===== src/rtl/jt51_dac_ser.sv =====
// Serial DAC transmitter for a YM3012-type floating-point DAC.
// Takes signed 16-bit L/R sample pairs, re-encodes each one as a 10-bit
// offset-binary mantissa plus a 3-bit exponent, and shifts both words out
// LSB-first on a single line with SH1/SH2 sample-hold strobes.
module jt51_dac_ser #(
    parameter int SLOT_DIV = 1              // cen pulses per serial bit slot (1..16)
) (
    input  logic        clk,
    input  logic        rst_n,
    input  logic        cen,
    input  logic [15:0] in_left,
    input  logic [15:0] in_right,
    input  logic        in_valid,
    output logic        in_ready,
    output logic        so,
    output logic        sh1,
    output logic        sh2,
    output logic        frame_sync
);

    localparam logic [3:0] DIV_LAST  = 4'(SLOT_DIV - 1);
    localparam logic [4:0] SLOT_LAST = 5'd31;

    typedef enum logic [1:0] {
        ST_IDLE,
        ST_LOAD,
        ST_RUN
    } state_t;

    // Floating-point encode: pick the smallest exponent whose 10-bit window
    // still holds the sign, then flip the mantissa MSB for offset binary.
    // Discarded LSBs are simply dropped, which truncates toward -inf.
    function automatic logic [12:0] encode(input logic signed [15:0] x);
        logic [9:0] m;
        logic [2:0] e;
        if (x[15] != x[14]) begin
            e = 3'd7; m = x[15:6];
        end else if (x[14] != x[13]) begin
            e = 3'd6; m = x[14:5];
        end else if (x[13] != x[12]) begin
            e = 3'd5; m = x[13:4];
        end else if (x[12] != x[11]) begin
            e = 3'd4; m = x[12:3];
        end else if (x[11] != x[10]) begin
            e = 3'd3; m = x[11:2];
        end else if (x[10] != x[9]) begin
            e = 3'd2; m = x[10:1];
        end else begin
            e = 3'd1; m = x[9:0];
        end
        return {e, ~m[9], m[8:0]};
    endfunction

    // Serial bit for a slot: three leading zeros, then the 13-bit word
    // {exponent, tx mantissa} LSB first.
    function automatic logic slot_so(input logic [4:0]  slot,
                                     input logic [12:0] wl,
                                     input logic [12:0] wr);
        logic [3:0]  k;
        logic [3:0]  idx;
        logic [12:0] w;
        k   = slot[3:0];
        idx = k - 4'd3;
        w   = slot[4] ? wr : wl;
        if (k < 4'd3) begin
            return 1'b0;
        end
        return w[idx];
    endfunction

    state_t      state_q, state_d;
    logic        hold_full_q, hold_full_d;
    logic [15:0] hold_l_q, hold_l_d;
    logic [15:0] hold_r_q, hold_r_d;
    logic [12:0] word_l_q, word_l_d;
    logic [12:0] word_r_q, word_r_d;
    logic [4:0]  slot_q, slot_d;
    logic [3:0]  div_q, div_d;
    logic        so_q, so_d;
    logic        sh1_q, sh1_d;
    logic        sh2_q, sh2_d;
    logic        fs_q, fs_d;
    logic        capture;
    logic        new_slot;

    assign in_ready   = ~hold_full_q;
    assign so         = so_q;
    assign sh1        = sh1_q;
    assign sh2        = sh2_q;
    assign frame_sync = fs_q;

    // Next-state: capture into holding, slot timing, frame-boundary reload
    // and the registered serial outputs for the slot that is starting.
    always_comb begin
        state_d     = state_q;
        hold_full_d = hold_full_q;
        hold_l_d    = hold_l_q;
        hold_r_d    = hold_r_q;
        word_l_d    = word_l_q;
        word_r_d    = word_r_q;
        slot_d      = slot_q;
        div_d       = div_q;
        so_d        = so_q;
        sh1_d       = sh1_q;
        sh2_d       = sh2_q;
        fs_d        = fs_q;
        new_slot    = 1'b0;
        capture     = cen & in_valid & ~hold_full_q;

        if (cen) begin
            case (state_q)
                ST_IDLE: begin
                    if (capture) begin
                        state_d = ST_LOAD;
                    end
                end
                ST_LOAD: begin
                    word_l_d    = encode(hold_l_q);
                    word_r_d    = encode(hold_r_q);
                    hold_full_d = 1'b0;
                    slot_d      = 5'd0;
                    div_d       = 4'd0;
                    new_slot    = 1'b1;
                    state_d     = ST_RUN;
                end
                ST_RUN: begin
                    if (div_q == DIV_LAST) begin
                        div_d    = 4'd0;
                        slot_d   = slot_q + 5'd1;
                        new_slot = 1'b1;
                        // Frame boundary: take a waiting pair, else re-send the old one.
                        if (slot_q == SLOT_LAST && hold_full_q) begin
                            word_l_d    = encode(hold_l_q);
                            word_r_d    = encode(hold_r_q);
                            hold_full_d = 1'b0;
                        end
                    end else begin
                        div_d = div_q + 4'd1;
                    end
                end
                default: begin
                    state_d = ST_IDLE;
                end
            endcase

            // A capture only happens while holding is empty, so it never
            // collides with the boundary reload above.
            if (capture) begin
                hold_l_d    = in_left;
                hold_r_d    = in_right;
                hold_full_d = 1'b1;
            end
        end

        if (new_slot) begin
            so_d  = slot_so(slot_d, word_l_d, word_r_d);
            sh1_d = (slot_d >= 5'd3) && (slot_d <= 5'd15);
            sh2_d = (slot_d >= 5'd19);
            fs_d  = (slot_d == 5'd0);
        end
    end

    // Control state and serial outputs; reset aborts any frame in flight.
    always_ff @(posedge clk or negedge rst_n) begin
        if (!rst_n) begin
            state_q     <= ST_IDLE;
            hold_full_q <= 1'b0;
            slot_q      <= 5'd0;
            div_q       <= 4'd0;
            so_q        <= 1'b0;
            sh1_q       <= 1'b0;
            sh2_q       <= 1'b0;
            fs_q        <= 1'b0;
        end else begin
            state_q     <= state_d;
            hold_full_q <= hold_full_d;
            slot_q      <= slot_d;
            div_q       <= div_d;
            so_q        <= so_d;
            sh1_q       <= sh1_d;
            sh2_q       <= sh2_d;
            fs_q        <= fs_d;
        end
    end

    // Sample data paths; their contents only matter once the matching
    // control flag says they are valid, so they carry no reset.
    always_ff @(posedge clk) begin
        hold_l_q <= hold_l_d;
        hold_r_q <= hold_r_d;
        word_l_q <= word_l_d;
        word_r_q <= word_r_d;
    end

endmodule


===== config.mk =====
export PLATFORM = sky130hd
export DESIGN_NAME = jt51_dac_ser
export DESIGN_NICKNAME = d
export VERILOG_FILES = /design/src/rtl/jt51_dac_ser.sv
export SDC_FILE = /design/constraint.sdc
export NUM_CORES = 1
export LEC_CHECK = 0
export CORE_UTILIZATION = 55
export CTS_CLUSTER_DIAMETER = 30
export CTS_CLUSTER_SIZE = 12
export DETAILED_ROUTE_END_ITERATION = 12
export PLACE_DENSITY_LB_ADDON = 0.12
export SYNTH_ARGS = -nofsm -noshare
export SYNTH_HDL_FRONTEND = slang
export SYNTH_SLANG_ARGS = --single-unit

===== constraint.sdc =====
create_clock -name clk -period 4.5 [get_ports clk]
set_clock_uncertainty 0.05 [all_clocks]
set_input_delay 1.125 -clock clk [delete_from_list [all_inputs] [get_ports clk]]
set_output_delay 1.125 -clock clk [all_outputs]
set_load 0.05 [all_outputs]

==> results, run 1 <==
- The run finished with clean final reports.
- The starting density of the core is 57.62%.
- The number of nets still failing antenna checks after routing is 0.
- The CTS buffer count is 9.
- For this run, the register share of the synthesized area comes to 32.81%.
- After clock tree synthesis, the repair step resized 0 gates.
- The fraction of power consumed by combinational cells is 37.8%.
- Counting every instance in the synthesized netlist gives 678.
- STA puts the critical path data arrival time at 3.97 ns.
- The die is 104.1 µm wide.
- The number of global-route vias before repair is 4771.
- The cell area after synthesis is 5736 µm².
- The final layout contains routed wiring with a total length of 14.46 mm.
- The post-CTS setup-driven buffer insertion count is 0.
- The placed instances occupy a cell area of 6062 µm².
- With fillers left out, the area of the finished cells amounts to 6247 µm².
- The total routing resource utilization after global routing is 27.13%.
- The CTS tree is built.
- The mean cell area of the mapped netlist is 8.459 µm².
- Yosys attributes the largest share of cell area to sky130_fd_sc_hd__edfxtp_1 (17%), sky130_fd_sc_hd__dfxtp_1 (9.1%), sky130_fd_sc_hd__dfrtp_1 (7.0%).
- The internal portion of the total power is 1410 µW.
- The number of hold-repair buffers added at the cts stage is 0.
- On the critical path the largest part of the delay comes from compound AO/OA/AOI/OAI gates.
- Counting flops with an async set or reset pin after synthesis yields a share of 21.62%.
- The count of final setup violators is 0.
- The length of the first detailed-routing pass in iterations is 5.
- Using the TritonRoute via totals, the vias-per-cell ratio works out to 6.535.
- The number of buffer cells added on primary ports is 40.
- The I/O pin total is 41.
- The maximum fanout encountered on the critical timing path is 13.
- Measured along the y axis, the die boundary spans 104.1 µm.
- The critical path in this run is classified as input port to flip-flop.
- The proportion of power drawn by the clock network is 21.1%.
- The library cell with the largest summed area after synthesis is sky130_fd_sc_hd__edfxtp_1.
- The signal on the critical path passes through clkdlybuf4s50_1, nand2_1, nor3_2, o21bai_2, ha_1, inv_1, o2111ai_1, a2111oi_0, a41oi_1, o31ai_2.
- STA classifies the critical path startpoint as an input port.
- IR analysis of the VDD net gives a maximum drop of 0.0002394 V.
- The worst setup path is captured at a flip-flop.
- The largest incremental delay on the critical path is 0.56 ns.
- The routability congestion estimate is 0.9676.
- The share of cells above drive strength 1 is 8.529%.
- The area growth from synthesis to layout is 8.922%.
- Ranked by instance count, the synthesized netlist is headed by sky130_fd_sc_hd__o21ai_0 (59), sky130_fd_sc_hd__a21oi_1 (39), sky130_fd_sc_hd__nand2_1 (39), sky130_fd_sc_hd__nor2_1 (39).
- The maximum clock frequency is 0.2668 GHz.
- Among all stages on the critical path, the largest delay is contributed by sky130_fd_sc_hd__clkdlybuf4s50_1.
- After detailed routing, the average wire length per cell comes to 17.78 µm.
- Counting flops and latches in the post-synthesis netlist gives 74.
- In this run the clock root is driven by a sky130_fd_sc_hd__clkbuf_8.
- By instance count, the leading cell after synthesis is sky130_fd_sc_hd__o21ai_0.
- The synthesized net count is 727.
- The part of the power in registers is 41.1%.
- Setup repair after global routing left no endpoint under its margin.
- The net count of the finished layout is 724.
- The net switching share of the total power is 39.76%.
- The clock network latency to the later pin of the worst-skew pair is 0.36 ns.
- Setup total negative slack on the finished layout was measured at 0 ns.
- The DRC violations left is 0.
- The final count of hold timing violations is 0.
- The cell leakage power is 0.002313 µW.
- The total grt overflow is 0.
- The number of fill cells is 856.
- The number of vias in the routed layout is 5313.
- Headroom to the max-slew limit came out at 29.85%.
- The path class of the lowest-slack min-delay path is flip-flop to flip-flop.
- For the pin with the worst max-slew slack, the measured transition is 1.052 ns.
- Entering global routing, the biggest net connects 40 pins.
- Counting flops with a built-in enable in the synthesized netlist gives 32.
- Detailed placement finished with a half-perimeter wire length of 10.27 mm.
- For this run, the number of Yosys warnings is 0.
- Counting distinct cell types in the post-synthesis netlist gives 89.
- The net switching component of the power is 930.3 µW.
- The CTS H-tree depth is 3.
- The TritonCTS sink count is 74.
- The buffer depth of the longest clock path is 2.
- Together, buffers and inverters on the worst path number 2.
- The final-report max-slew violation count came to 0.
- Data on the critical path is required at its endpoint by 4.72 ns.
- The flip-flop cell with the highest count after synthesis is sky130_fd_sc_hd__edfxtp_1.
- The portion of the clock cycle consumed by the worst path in the final layout is 83.30%.
- The number of max-capacitance violations reported is 0.
- The initial antenna violation count came to 0.
- For the finished layout, the period the worst path requires is 3.748 ns.
- The floorplan row count is 36.
- The initial detailed-routing violation count is 419.
- The repair_antennas step left the layout with diodes totalling 0.
- The total area inside the core boundary comes to 9955 µm².
- The clock edge transition at the registers on the reported setup and hold paths is 0.09 ns.
- The die area is 10840 µm².
- The first global-routing pass estimated 23.89 mm of wire.
- The power density over cell area is 374.6 nW/µm².
- Of the post-synthesis cell area, the dominant cell type holds 16.75%.
-- cell families (layout without fill, tap and decap cells) --
kind of cell	count (synthesis)	after routing	share of synthesized area [%]
AOI/OAI and AO/OA	254	254	31.52
xor gates and xnor gates	10	10	1.527
adders and majority gates	13	13	2.836
buffers and inverters	95	97	7.526
DFF	74	74	32.81
muxes	5	5	0.8944
and+or+nand+nor	227	227	22.88
-- registers in the layout (all words and copies together) (netlist names), 2 cells and up --
register	count
hold_r_q	16
word_l_q	13
word_r_q	13
hold_l_q	16
div_q	4
slot_q	5
state_q	2
-- worst reg2reg max path, delay by kind of cell, from the launching register on --
kind	cells	cell delay [ns]
buffers and inverters	2	0.31
AO/OA/AOI/OAI	4	0.98
XOR/XNOR	1	0.21
AND/OR/NAND/NOR	2	0.72
flip-flops	1	0.43
adder cells (fa/ha/maj)	2	0.53
-- area by class of cell --
| type | count | area, µm² | share of cell area (%) |
|---|---|---|---|
| Inverter | 31 | 116.4 | 1.863 |
| Clock buffer | 9 | 123.9 | 1.983 |
| Clock inverter | 7 | 61.31 | 0.9814 |
| Sequential cell | 74 | 1882 | 30.12 |
| Timing Repair Buffer | 50 | 475.5 | 7.611 |
| Tap cell | 133 | 166.4 | 2.664 |
| Multi-Input combinational cell | 509 | 3422 | 54.78 |
-- layer usage --
metal	vias up	routed length [µm]	GRT usage, %
met1	2472	6455	39.25
met2	239	6503	40.86
li1	2572	-	-
met5	-	0	0
met4	0	298	9.490
met3	30	1198	4.449
-- power by group through the flow --
stage          Combinational, µW  Sequential, µW  Clock (µW)
3_5_place_dp                 877             972           0
4_1_cts                      881             959         504
6_report                     884             962         494
3_3_place_gp                 857             969           0
5_1_grt                      977             980         533
2_1_floorplan                709             921           0
-- cell usage in the layout (no fill, tap or decap), drive strengths merged, types with 15 or more instances in the layout --
master / Yosys / final
a21oi: 41 / 41
clkdlybuf4s50: 0 / 40
dfrtp: 16 / 16
dfxtp: 26 / 26
edfxtp: 32 / 32
inv: 31 / 34
nand2: 39 / 39
nand2b: 16 / 16
nand3: 15 / 15
nor2: 40 / 40
nor3: 17 / 17
nor3b: 17 / 17
o21ai: 61 / 61
-- through the flow --
stage / cells / total power, µW / setup slack, ns / utilization [%] / hold WS (ns)
finish: 813 / 2340 / 0.7517 / 62.76 / 0.4023
global route: 813 / 2491 / 0.4658 / 62.76 / 0.4525
CTS: 813 / 2344 / 0.7630 / 62.76 / 0.4048
detailed placement: 797 / 1849 / 0.3713 / 60.90 / 0.3853
global placement: 797 / 1826 / 0.5258 / 60.90 / 0.3856
floorplan: 678 / 1630 / 1.190 / - / 0.3685
-- final timing paths --
check / startpoint / to / slack [ns] / cells after the start
setup / recovery: cen / so / 0.75 / 10
hold / removal: word_l_q[2] / word_l_q[2] / 0.40 / 2
setup reg to reg: div_q[0] / so / 1.17 / 11
hold reg to reg: word_l_q[2] / word_l_q[2] / 0.40 / 2
max in group asynchronous: rst_n / slot_q[1] / 2.79 / 1
min in group asynchronous: rst_n / state_q[1] / 1.15 / 1
No activity file was read; power rests on OpenSTA's default activity.
==> run 2, diff against run 1 <==
- clock period: 4.5 -> 3.6 ns (I/O delays scaled with it)
==> run 2 against run 1 <==
  * Sequential cell count stayed put
  * Die area unchanged
  * Sequential share of layout area is 0.86 points lower
  * Cell count rose by 2.7%
  * Utilization increased by 1.8 points
  * Critical path type unchanged
==> results, run 2 (synthesis gave the netlist of run 1 again) <==
- The maximum clock frequency is 0.3206 GHz.
- The number of nets still failing antenna checks after routing is 0 (unchanged).
- The overall die height was 104.1 µm (unchanged).
- The top cell types in the final layout, fill and taps aside, are sky130_fd_sc_hd__o21ai_0 (59), sky130_fd_sc_hd__clkdlybuf4s50_1 (40), sky130_fd_sc_hd__nand2_1 (39), sky130_fd_sc_hd__a21oi_1 (39), sky130_fd_sc_hd__nor2_1 (39).
- The number of fill cells is 878 (+2.6%).
- The routability congestion estimate came to 0.9357 (-3.3%).
- The wire length of the first global-routing pass is 25.16 mm (+5.3%).
- The post-route worst setup slack was 0.4806 ns (-0.2711 ns).
- The number of hold-repair buffers added at the cts stage is 0 (unchanged).
- The slowest stage of the critical path is the sky130_fd_sc_hd__clkdlybuf4s50_1 cell.
- The largest net degree at the start of global routing is 33 (-18%).
- The count of nets after finishing was 746 (+3.0%).
- The number of buffer cells added on primary ports is 40 (unchanged).
- The wire length the detailed router placed on met1 is 7.128 mm (+10%).
- In the final layout, the registers with the most flip-flops are hold_l_q x16, hold_r_q x16.
- The initial antenna violation count is 0 (unchanged).
- The share of cells above drive strength 1 is 11.40% (+2.9 points).
- The length of the first detailed-routing pass in iterations came to 5 (unchanged).
- The cell chosen for the clock root is sky130_fd_sc_hd__clkbuf_8.
- The run finished with clean final reports.
- The CTS H-tree depth came to 3 (unchanged).
- The number of diodes added for antenna fixing is 0 (unchanged).
- The final count of hold timing violations is 0 (unchanged).
- The critical path class is input port to flip-flop.
- The final-report max-slew violation count is 0 (unchanged).
- The number of cells traversed by the worst hold path is 2 (unchanged).
- The end-of-flow core utilization is 64.59% (+1.8 points).
- The width of the chip was 104.1 µm (unchanged).
- The CTS tree is built.
- The post-cts gate resize count is 0 (unchanged).
- The worst setup path is captured at a flip-flop.
- The CTS buffer count is 9 (unchanged).
- The maximum ir drop on the vdd rail was 0.0002791 V (+17%).
- The number of max-capacitance violations reported is 0 (unchanged).
- The total length of routed met2 wires is 6.917 mm (+6.4%).
- The maximum fanout encountered on the critical timing path came to 6 (-7).
- In this run the critical register-to-register path is launched from hold_l_q[9].
- The I/O pin total is 41 (unchanged).
- Setup repair after global routing left no endpoint under its margin.
- The count of final setup violators came to 0 (unchanged).
- The final critical-path required period is 3.119 ns.
- The total grt overflow is 0 (unchanged).
- The largest delay contributor family on the critical path is compound AO/OA/AOI/OAI gates.
- The number of vias in the routed layout is 5495 (+3.4%).
- Walking the worst path, the cells encountered are clkdlybuf4s50_1, and2_1, a21boi_0, o21bai_2, inv_1, ha_1, xnor2_1, a211o_1, nor4bb_1, o31ai_2.
- The buffer and inverter count on the worst path came to 2 (unchanged).
- The starting density of the core is 57.62% (unchanged).
- The minimum setup slack after placement is 0.08843 ns (-0.2828 ns).
- The post-DP HPWL was 11.11 mm (+8.1%).
- The transition time of the tightest slew-check pin is 0.8129 ns (-0.2393 ns).
- The initial detailed-routing violation count is 484 (+16%).
- The setup slack of the most critical reg-to-reg path is 0.48 ns (-0.69 ns).
- Leaving out fill and tap cells, the most frequent cell in the layout is sky130_fd_sc_hd__o21ai_0.
- The normalized max-slew margin is 45.80% (+16 points).
- The overall routed net length is 15.40 mm (+6.5%).
- The largest incremental delay on the critical path is 0.50 ns (-0.06 ns).
- The clock network latency to the later pin of the worst-skew pair is 0.37 ns (about the same).
- The number of cells on the worst reg-to-reg path is 11 (unchanged).
- The number of global-route vias before repair is 5065 (+6.2%).
- The source of the worst hold timing path is word_l_q[2].
- The topmost layer with routed signal wires is met4.
- The multi-input gate area in the final layout was 3422 µm² (unchanged).
- The clock edge transition at the registers on the reported setup and hold paths is 0.08 ns (about the same).
- The buffer depth of the longest clock path is 2 (unchanged).
- The post-CTS setup-driven buffer insertion count came to 0 (unchanged).
- The worst setup path is launched from an input port.
- The total routing resource utilization after global routing is 28.97% (+1.8 points).
- The cell leakage power was 0.002423 µW (+4.7%).
- The core box area is 9955 µm² (unchanged).
- The DRC violations left is 0 (unchanged).
- The setup TNS is 0 ns (unchanged).
- The floorplan row count is 36 (unchanged).
- The worst path uses 86.65% of the clock period.
- The endpoint identified for the worst register-to-register timing path is so.
- The synthesis-to-layout area growth is 12.11%.
- The average wire length per cell after detail routing is 18.44 µm (+3.7%).
- The arrival time at the worst endpoint is 3.32 ns (-0.65 ns).
- The path class of the lowest-slack min-delay path is flip-flop to flip-flop.
- The critical path data required time came to 3.80 ns (-0.92 ns).
- The register cell area after layout is 1882 µm² (unchanged).
- The TritonCTS sink count is 74 (unchanged).
- The worst hold path terminates at word_l_q[2].
- The die area came to 10840 µm² (unchanged).
- The power density over cell area came to 474.8 nW/µm² (+27%).
- The total power after layout is 3053 µW (+30%).
- The smallest hold slack is 0.4183 ns (+0.01600 ns).
- The via-per-instance ratio came to 6.581 (+0.70%).
- The total length of routed met3 wires is 1.097 mm (-8.4%).
run 2: final cells by class:
type	count	area share (%)
multi-input cells	509	53.22
flip-flops and latches	74	29.27
repair buffers	72	9.963
well taps	133	2.588
clock buffers	9	1.926
inverters	31	1.810
clock inverters	7	1.226
run 2: metal layers:
layer	global-route usage, %	vias to the layer above
met4	9.694	0
met2	43.33	231
met1	41.05	2629
met3	6.642	24
li1	-	2611
met5	0	-
run 2: where the power goes:
group / total, µW / internal, µW / leakage [µW] / switching (µW)
combinational: 1200 / 495 / 0.00161 / 703
clock: 670 / 324 / 0.0000921 / 346
sequential: 1180 / 1050 / 0.000723 / 133
run 2: worst max-delay path by stage:
stage	slack (ns)	from	endpoint	cells after the start
final	0.48	cen	so	10
after global routing	0.27	hold_l_q[9]	so	11
after CTS	0.47	cen	so	10
after detailed placement	0.09	cen	so	10
after global placement	0.16	cen	so	10
after floorplan	0.50	hold_r_q[11]	so	14
run 2: worst reg2reg max path, stage by stage, from the launching register on:
cell,delay (ns)
sky130_fd_sc_hd__edfxtp_1,0.56
sky130_fd_sc_hd__inv_1,0.13
sky130_fd_sc_hd__ha_1,0.44
sky130_fd_sc_hd__buf_4,0.24
sky130_fd_sc_hd__and4b_1,0.21
sky130_fd_sc_hd__a22oi_1,0.13
sky130_fd_sc_hd__o221ai_1,0.17
sky130_fd_sc_hd__o311ai_1,0.42
sky130_fd_sc_hd__nor2_1,0.11
sky130_fd_sc_hd__o41ai_2,0.29
sky130_fd_sc_hd__a211oi_1,0.09
sky130_fd_sc_hd__o31ai_2,0.18
run 2: per-stage QoR:
stage,area [µm²],cells
2_1_floorplan,5736,678
3_3_place_gp,6227,819
3_5_place_dp,6227,819
4_1_cts,6430,835
5_1_grt,6430,835
6_report,6430,835
